**src/rtl/game_pkg.sv**
```systemverilog
// Shared encodings for the game controller and its referee.
//  - Controller STATE codes (4-bit), also consumed by CONTROL.
//  - JUDG / WRONG / HP_OUT output codes driven by hp_judge.
//  - Judge FSM state type and a helper that flags recognised STATE codes.
package game_pkg;

  localparam logic [3:0] ST_READY    = 4'd2;
  localparam logic [3:0] ST_QUESTION = 4'd3;
  localparam logic [3:0] ST_INPUT    = 4'd4;
  localparam logic [3:0] ST_DRAW     = 4'd6;
  localparam logic [3:0] ST_WRONG    = 4'd7;
  localparam logic [3:0] ST_GOOD     = 4'd8;
  localparam logic [3:0] ST_OUCH     = 4'd9;
  localparam logic [3:0] ST_WIN      = 4'd10;
  localparam logic [3:0] ST_LOSE     = 4'd11;

  localparam logic [1:0] JUDG_NONE = 2'b00;
  localparam logic [1:0] JUDG_P1   = 2'b01;
  localparam logic [1:0] JUDG_P2   = 2'b10;
  localparam logic [1:0] JUDG_BOTH = 2'b11;

  localparam logic [1:0] WR_NONE = 2'b00;
  localparam logic [1:0] WR_OK   = 2'b01;
  localparam logic [1:0] WR_BAD  = 2'b11;

  localparam logic [1:0] HP_ALIVE  = 2'b00;
  localparam logic [1:0] HP_P2DEAD = 2'b01;
  localparam logic [1:0] HP_P1DEAD = 2'b10;

  typedef enum logic [1:0] {
    J_IDLE  = 2'd0,
    J_OPEN  = 2'd1,
    J_WRONG = 2'd2,
    J_LOCK  = 2'd3
  } judge_state_e;

  // Codes outside this set freeze the judge (no transitions, no damage).
  function automatic logic state_known(input logic [3:0] s);
    case (s)
      ST_READY, ST_QUESTION, ST_INPUT, ST_DRAW, ST_WRONG,
      ST_GOOD, ST_OUCH, ST_WIN, ST_LOSE: state_known = 1'b1;
      default:                           state_known = 1'b0;
    endcase
  endfunction

endpackage

```
**src/rtl/hp_judge_counter.sv**
```systemverilog
// Saturating hit-point down-counter, one instance per player.
//  clk, rst : clock, synchronous active-high reset (reloads HP_INIT)
//  load     : reload HP_INIT (new game); wins over hit
//  hit      : subtract DMG, clamping at 0
//  hp       : registered hit points
//  zero     : hit points will be 0 after this edge (post-update view, so
//             the parent can register a status flag aligned with hp)
module hp_counter #(
  parameter int unsigned HP_INIT = 5,
  parameter int unsigned DMG     = 1,
  parameter int unsigned HP_W    = 4
) (
  input  logic            clk,
  input  logic            rst,
  input  logic            load,
  input  logic            hit,
  output logic [HP_W-1:0] hp,
  output logic            zero
);

  localparam logic [HP_W-1:0] INIT_V = HP_W'(HP_INIT);
  localparam logic [HP_W-1:0] DMG_V  = HP_W'(DMG);

  logic [HP_W-1:0] hp_q, hp_d;

  always_comb begin
    hp_d = hp_q;
    if (load)     hp_d = INIT_V;
    else if (hit) hp_d = (hp_q < DMG_V) ? '0 : hp_q - DMG_V;
  end

  always_ff @(posedge clk) begin
    if (rst) hp_q <= INIT_V;
    else     hp_q <= hp_d;
  end

  assign hp   = hp_q;
  assign zero = (rst ? INIT_V : hp_d) == '0;

endmodule

```
**src/rtl/hp_judge.sv**
```systemverilog
// Referee for the game controller: decides who answered first, whether the
// local answer was right, tracks both players' hit points and reports
// knockouts. All outputs are registered.
//  CLK, RST      : clock, synchronous active-high reset
//  STATE         : controller state code (game_pkg ST_*)
//  P1_VALID/OK   : local answer pulse and its correctness
//  P2_VALID      : opponent correct-answer pulse
//  JUDG_OUT      : who answered first (JUDG_*)
//  WRONG_OUT     : local answer verdict (WR_*)
//  HP_OUT        : knockout status (HP_*)
//  HP1, HP2      : local / opponent hit points
module hp_judge
  import game_pkg::*;
#(
  parameter int unsigned HP_INIT = 5,
  parameter int unsigned DMG     = 1,
  parameter int unsigned HP_W    = 4
) (
  input  logic            CLK,
  input  logic            RST,
  input  logic [3:0]      STATE,
  input  logic            P1_VALID,
  input  logic            P1_OK,
  input  logic            P2_VALID,
  output logic [1:0]      JUDG_OUT,
  output logic [1:0]      WRONG_OUT,
  output logic [1:0]      HP_OUT,
  output logic [HP_W-1:0] HP1,
  output logic [HP_W-1:0] HP2
);

  judge_state_e fsm_q, fsm_d;
  logic [1:0]   judg_q, judg_d;
  logic [1:0]   wrong_q, wrong_d;
  logic [1:0]   hp_out_q, hp_out_d;
  logic [3:0]   prev_state_q, prev_state_d;

  logic known, p1_in, p1_good, p1_bad;
  logic hit1, hit2, new_game;
  logic zero1, zero2;

  assign known = state_known(STATE);
  // Local submissions only count while the controller is in INPUT.
  assign p1_in   = P1_VALID && (STATE == ST_INPUT);
  assign p1_good = p1_in && P1_OK;
  assign p1_bad  = p1_in && !P1_OK;

  always_comb begin
    fsm_d   = fsm_q;
    judg_d  = judg_q;
    wrong_d = wrong_q;
    if (STATE == ST_READY) begin
      fsm_d   = J_IDLE;
      judg_d  = JUDG_NONE;
      wrong_d = WR_NONE;
    end else if (known) begin
      case (fsm_q)
        J_IDLE: begin
          judg_d  = JUDG_NONE;
          wrong_d = WR_NONE;
          if (STATE == ST_QUESTION || STATE == ST_INPUT) fsm_d = J_OPEN;
        end
        J_OPEN: begin
          if (p1_good && P2_VALID) begin
            judg_d = JUDG_BOTH; wrong_d = WR_OK;   fsm_d = J_LOCK;
          end else if (p1_good) begin
            judg_d = JUDG_P1;   wrong_d = WR_OK;   fsm_d = J_LOCK;
          end else if (P2_VALID) begin
            judg_d = JUDG_P2;   wrong_d = WR_NONE; fsm_d = J_LOCK;
          end else if (p1_bad) begin
            wrong_d = WR_BAD;   fsm_d = J_WRONG;
          end
        end
        J_WRONG: begin
          // Opponent steals the round; WRONG stays BAD so CONTROL goes to OUCH.
          if (P2_VALID) begin
            judg_d = JUDG_P2; fsm_d = J_LOCK;
          end else if (STATE == ST_INPUT && prev_state_q == ST_WRONG) begin
            wrong_d = WR_NONE; fsm_d = J_OPEN;
          end
        end
        default: ;  // J_LOCK: hold verdict until READY
      endcase
    end
  end

  // Damage fires once on entry to GOOD/OUCH, not for every cycle spent there.
  assign hit2     = (STATE == ST_GOOD) && (prev_state_q != ST_GOOD);
  assign hit1     = (STATE == ST_OUCH) && (prev_state_q != ST_OUCH);
  assign new_game = (STATE == ST_READY) &&
                    (prev_state_q == ST_WIN || prev_state_q == ST_LOSE);

  hp_counter #(.HP_INIT(HP_INIT), .DMG(DMG), .HP_W(HP_W)) u_hp1 (
    .clk (CLK), .rst (RST), .load (new_game), .hit (hit1),
    .hp  (HP1), .zero (zero1)
  );

  hp_counter #(.HP_INIT(HP_INIT), .DMG(DMG), .HP_W(HP_W)) u_hp2 (
    .clk (CLK), .rst (RST), .load (new_game), .hit (hit2),
    .hp  (HP2), .zero (zero2)
  );

  always_comb begin
    prev_state_d = STATE;
    if (zero1)      hp_out_d = HP_P1DEAD;
    else if (zero2) hp_out_d = HP_P2DEAD;
    else            hp_out_d = HP_ALIVE;
  end

  always_ff @(posedge CLK) begin
    if (RST) begin
      fsm_q        <= J_IDLE;
      judg_q       <= JUDG_NONE;
      wrong_q      <= WR_NONE;
      hp_out_q     <= HP_ALIVE;
      prev_state_q <= ST_READY;
    end else begin
      fsm_q        <= fsm_d;
      judg_q       <= judg_d;
      wrong_q      <= wrong_d;
      hp_out_q     <= hp_out_d;
      prev_state_q <= prev_state_d;
    end
  end

  assign JUDG_OUT  = judg_q;
  assign WRONG_OUT = wrong_q;
  assign HP_OUT    = hp_out_q;

endmodule
```
**config.mk**
```make
export PLATFORM = sky130hd
export DESIGN_NAME = hp_judge
export DESIGN_NICKNAME = d
export VERILOG_FILES = /design/src/rtl/game_pkg.sv /design/src/rtl/hp_judge_counter.sv /design/src/rtl/hp_judge.sv
export SDC_FILE = /design/constraint.sdc
export NUM_CORES = 1
export LEC_CHECK = 0
export CAP_MARGIN = 20
export CELL_PAD_IN_SITES_DETAIL_PLACEMENT = 1
export CELL_PAD_IN_SITES_GLOBAL_PLACEMENT = 2
export CORE_UTILIZATION = 30
export DETAILED_ROUTE_END_ITERATION = 16
export GPL_TIMING_DRIVEN = 0
export PLACE_DENSITY = 0.87
export SYNTH_ARGS = -nofsm -noshare
export SYNTH_HDL_FRONTEND = slang
export SYNTH_SLANG_ARGS = --single-unit
```
**constraint.sdc**
```tcl
create_clock -name CLK -period 2.06 [get_ports CLK]
set_clock_uncertainty 0.2 [all_clocks]
set_input_delay 0.412 -clock CLK [delete_from_list [all_inputs] [get_ports CLK]]
set_output_delay 0.412 -clock CLK [all_outputs]
set_load 0.1 [all_outputs]
```
* Yosys cells after proc, flatten, opt, wreduce, memory -nomap -nowiden *
Memories as Yosys holds them, arrays and structs flattened.
Cells that the tools add are included.

storage, ports and cells
  memories kept = 1
  bits in read-only memories = 16
  word-level logic and storage cells = 79
  output and inout bits = 14
  input bits = 9
  flip-flop bits (word level) = 20

cells by class
  equality and inequality tests = 17
  magnitude comparators = 2
  muxes and demuxes = 29
  add/sub/neg operators = 2
  reductions and logical operators = 20

memory list
  name             depth  bits a word  rd ports  clocked after memory_dff  wr ports  RTL line        text
  (no name shown)  16     1            1         0                         0         game_pkg.sv:39  case (s)

operators with widths
  kind                                                  number
  two-way mux 2 bit                                     17
  two-way mux 4 bit                                     8
  one-hot mux 2 bit (3 select lines)                    3
  equality test 4 bit (second input constant)           4
  AND reduction 5 bit                                   2
  equality test 4 x 2 -> 1 bit (second input constant)  2
  equality test 4 x 3 -> 1 bit (second input constant)  2
  logical AND 1 bit                                     8
  zero test 4 bit                                       2
  < comparator 4 x 1 -> 1 bit (second input constant)   2
  inequality test 4 bit (second input constant)         2
  subtractor 4 x 1 -> 4 bit (second input constant)     2
  inequality test 2 bit (second input constant)         3
  inequality test 5 bit (second input constant)         1
  OR reduction 2 bit                                    2
  inequality test 3 bit (second input constant)         1
  nonzero test 3 bit                                    1
  equality test 2 x 1 -> 1 bit (second input constant)  1
  equality test 2 bit (second input constant)           1
  zero test 2 bit                                       1
  logical OR 1 bit                                      2
  AND reduction 2 bit                                   1
  zero test 1 bit                                       1
  two-way mux 1 bit                                     1

* Longest topological paths before layout *
  depth in word-level cells = 8
  depth in mapped cells = 7
  mapped depth without buffers = 7

* Modules after synthesis *
From an unflattened synthesis, not the netlist that was laid out.

second synthesis, totals
  cells, all modules = 129
  area total of the unflattened synthesis = 1174.9 sq um

by module, submodules not included
  module              times used  seq. area each (sq um)  area each (sq um)  cells each
  hp_judge            1           240.2                   696.9              74
  hp_counter (u_hp1)  1           80.1                    239.0              30
  hp_counter (u_hp2)  1           80.1                    239.0              25

* Worst setup path after synthesis *
No wires, ideal clock.

  kind = register to register
  from = reg u_hp1.hp_q[0], in the netlist u_hp1.hp[0]
  to = reg hp_out_q[0], in the netlist HP_OUT[0]
  setup slack = -541 ps
  path buffers = 0
  setup time = 124 ps
  cell stages (with the launch flop) = 7
  required time = 1736 ps
  clock period less this slack = 2601 ps
  arrival time = 2277 ps
  cell sequence = dfxtp_1 > inv_1 > ha_1 > and3b_1 > a221o_1 > nor4b_4 > nor3_2

on the way
  cells in the longest elaborated chain, start to end = 7
  elaborated cells on any way between the ends = 8
  those cells by class = 1 x add/sub; 1 x order compare; 4 x mux; 2 x reduce/logical

RTL lines
  what                                                                      RTL line                text
  start, declared                                                           hp_judge_counter.sv:24  logic [HP_W-1:0] hp_q, hp_d;
  start signal, assigned                                                    hp_judge_counter.sv:34  else hp_q <= hp_d;
  subtractor 4 x 1 -> 4 bit or < comparator 4 x 1 -> 1 bit (tied branches)  hp_judge_counter.sv:29  else if (hit) hp_d = (hp_q < DMG_V) ? '0 : hp_q - DMG_V;
  two-way mux 4 bit                                                         hp_judge_counter.sv:29
  two-way mux 4 bit (*)                                                     hp_judge_counter.sv:29
  two-way mux 4 bit (*)                                                     hp_judge_counter.sv:28  if (load) hp_d = INIT_V;
  two-way mux 4 bit (*)                                                     --
  zero test 4 bit (*)                                                       hp_judge_counter.sv:38  assign zero = (rst ? INIT_V : hp_d) == '0;
  OR reduction 2 bit (no source line) (*)                                   --
  end signal, assigned                                                      hp_judge.sv:121         hp_out_q <= hp_out_d;
  end, declared                                                             hp_judge.sv:35          logic [1:0] hp_out_q, hp_out_d;

Every way passes the cells marked *; elsewhere a longest branch is shown, timed or not.
A chain may end at the register's enable or synchronous reset.

* Worst setup path in the final report *
  from = reg hp_out_q[1], in the netlist HP_OUT[1]
  to = out HP_OUT[1]

RTL lines
  what           RTL line        text
  end, declared  hp_judge.sv:27  output logic [1:0] HP_OUT,

No word-level cell between the ends.

==> results.ini <==
[logic_synthesis]
ys_async_sr_fraction_pct = 0
ys_warn_count = 0
syn-num-nets = 156
ys.flop_type = dfxtp_1
syn-cell-area_mm2 = 0.00122
ys_seq_area_share_pct = 32.9
yosysTopAreaCellShare_pct = 32.9
synth-seq-cells = 20
synth_cells = 141
yosysUniqueCellTypes = 43
synth_edf_count = 0
yosys-top-cells-area = dfxtp_1 33%, ha_1 6.2%, mux2i_1 4.9%
yosysTopAreaCell = dfxtp_1
syn_avg_cell_area_um2 = 8.64

[global_routing]
grt_util_met2_pct = 30.5
grt_max_degree = 12
grt_pass1_wl_um = 5330
grt-busiest-layer = met2
grt_pass1_vias = 1214
grtUsageMet1_pct = 16.8
grt_overflow = 0
use_met3_pct = 3.99
antenna_found_initial = 0
grt_usage_pct = 15.7

[routing]
dr.pass1.iters = 4
vias = 1144
post_drt_wl_per_cell_um = 13.7
wirelength_um = 2950
ant_nets = 0
viasPerCell = 5.32
drc = 0
drt_iter0_markers = 31

[place]
dpl.hpwl_um = 2330
io_buffers = 21
globalplace.congestion = 0.777
pre_cts_ws_ns = -0.706

[timing]
min_period_ns = 2.02
setup_viol = 0
rsz0062_at_grt = false
final_max_slew_viol_count = 0
max_freq_mhz = 495
fin_ws_ns = 0.0402
tightest_slew_ns = 0.946
relSlewSlack_pct = 37.2
fin_crit_sh_pct = 98.0
hold_violations = 0

[power_and_ir_drop]
totalPowerFinal_w = 0.000793
power_frac_clock_pct = 33.0
p_per_area_mw_per_mm2 = 507
p_seq_share_pct = 50.3
p_leak_nw = 0.616
internal-power_w = 0.000577
combPwrFrac_pct = 16.7
p_sw_w = 0.000216
vdd_drop_max_uv = 200
switching_share_pct = 27.3

[clock_network]
clk_pin_slew_ns = 0.08
clockRootBuffer = clkbuf_8
clk-insertion-delay-late_ns = 0.26
cts_buffers = 3
ctsHoldBuffers = 0
htree_levels = 1
cts.sinks = 20
cts_tree = built
clockBufferDepth = 2

[cells_and_area]
area_growth_pct = 28.4
finalNetCount = 183
mostFrequentLayoutCell = dfxtp_1
final_cell_mix = 15 x dfxtp_1, 14 x nor2_1, 12 x nand2_1
drive_gt1_share_pct = 27.5
diodes = 0

[critical_path]
cpMaxStageDelayCell = dlygate4sd2_1
crit_fanout = 1
crit_path_start = HP_OUT[1]$_SDFF_PP0_
rr_endpoint = HP_OUT[0]$_SDFF_PP0_
path_cells = dlygate4sd2_1
r2r_cells = 6
cpPeakStageDelay_ns = 0.84
path_buf_inv = 1
path_depth = 1
r2r_slack_ns = 0.08
critPathKind = reg -> out
arrival_ns = 1.41
cp.required_ns = 1.45
regToRegStartpoint = prev_state_q[2]$_SDFF_PP0_
crit_family = buffers and inverters
endpoint = HP_OUT[1]
cp-start-kind = flop
critPathCaptureType = output port

[floorplan]
die_height_um = 65.7
num_io_pins = 23
die_w_um = 65.7
initial_utilization_pct = 32.3
dieArea_mm2 = 0.00432
design.core.area_mm2 = 0.00377
num_rows = 22

[run_status]
status = completed

[run]
cap_violations = 0

[hold_path]
hold_path.class = reg -> reg

-- power by group through the flow --
| stage | Combinational, W | Sequential [W] | Clock, W |
|---|---|---|---|
| global route | 0.000146 | 0.000400 | 0.000300 |
| finish | 0.000132 | 0.000399 | 0.000262 |
| global placement | 0.000126 | 0.000407 | 0 |
| detailed placement | 0.000130 | 0.000408 | 0 |
| floorplan | 0.0000695 | 0.000424 | 0 |
| CTS | 0.000132 | 0.000399 | 0.000277 |
-- final cells by class --
cell class | count | area (um^2)
Clock inverter | 1 | 3.75
Inverter | 8 | 30.0
Fill cell | 437 | 2210
Sequential cell | 20 | 414
Tap cell | 48 | 60.1
Clock buffer | 3 | 41.3
Buffer | 3 | 20.0
Timing Repair Buffer | 22 | 196
Multi-Input combinational cell | 110 | 800
-- cell families (layout without fill, tap and decap cells) --
group,count (synthesis),after routing,share of synthesized area (%)
adders and majority gates,6,6,6.16
buffers and inverters,11,37,4.11
AOI/OAI and AO/OA,31,31,18.1
DFF,20,20,32.9
and+or+nand+nor,67,67,33.9
muxes,6,6,4.93
-- routing by layer --
layer  part of all wire [%]  vias up
met2                     54       18
met4                   0.47        0
met5                      0        -
met1                     42      555
met3                    3.3        3
li1                       -      568
-- worst min path at each step --
| stage | slack [ns] | cells past startpoint | to | startpoint |
|---|---|---|---|---|
| floorplan | 0.28 | 2 | fsm_q[1]$_SDFFE_PP0P_ | fsm_q[1]$_SDFFE_PP0P_ |
| global placement | 0.26 | 2 | WRONG_OUT[1]$_SDFFE_PP0P_ | WRONG_OUT[1]$_SDFFE_PP0P_ |
| detailed placement | 0.27 | 2 | WRONG_OUT[0]$_SDFFE_PP0P_ | WRONG_OUT[0]$_SDFFE_PP0P_ |
| CTS | 0.28 | 2 | WRONG_OUT[0]$_SDFFE_PP0P_ | WRONG_OUT[0]$_SDFFE_PP0P_ |
| global route | 0.29 | 2 | prev_state_q[2]$_SDFF_PP0_ | STATE[2] |
| finish | 0.27 | 2 | WRONG_OUT[0]$_SDFFE_PP0P_ | WRONG_OUT[0]$_SDFFE_PP0P_ |
-- state kept, by name, summed over array words and instances (netlist names) --
signal and flops:
HP_OUT 2, JUDG_OUT 2, WRONG_OUT 2, fsm_q 2, prev_state_q 4, u_hp1.hp 4, u_hp2.hp 4
-- synth_stat cells (2+ instances only) --
| cell type | count |
|---|---|
| nor2b_1 | 5 |
| nor3b_1 | 2 |
| nand2_1 | 12 |
| o21ai_0 | 4 |
| inv_1 | 8 |
| nor3_1 | 2 |
| dfxtp_1 | 20 |
| or2_2 | 2 |
| nand2b_1 | 3 |
| nand3_1 | 9 |
| nor4b_1 | 3 |
| a21oi_1 | 7 |
| a31oi_1 | 3 |
| o211ai_1 | 3 |
| nand4b_1 | 3 |
| mux2i_1 | 6 |
| a21o_1 | 2 |
| a31o_2 | 3 |
| nor2_1 | 14 |
| or3b_2 | 2 |
| ha_1 | 6 |
-- what timing repair did --
| action | in CTS | in global routing |
|---|---|---|
| buffers inserted | 1 | 0 |
| gates resized for setup | 48 | 13 |
| setup endpoints to repair | 30 | 9 |
| endpoints found under the hold margin | 0 | 0 |
| cloned | 0 | 0 |
| pin swaps | 1 | 0 |
-- stage by stage --
step	instances	hold slack, ns	utilization [%]	cell area [um^2]	setup TNS, ns
finish	215	0.270	41.5	1570	0
CTS	215	0.278	42.0	1590	0
detailed placement	210	0.267	39.8	1500	-8.46
floorplan	141	0.279	-	1230	0
global route	215	0.287	41.5	1570	0
global placement	210	0.256	39.8	1500	-7.24
Power figures use the tool's default switching activity.
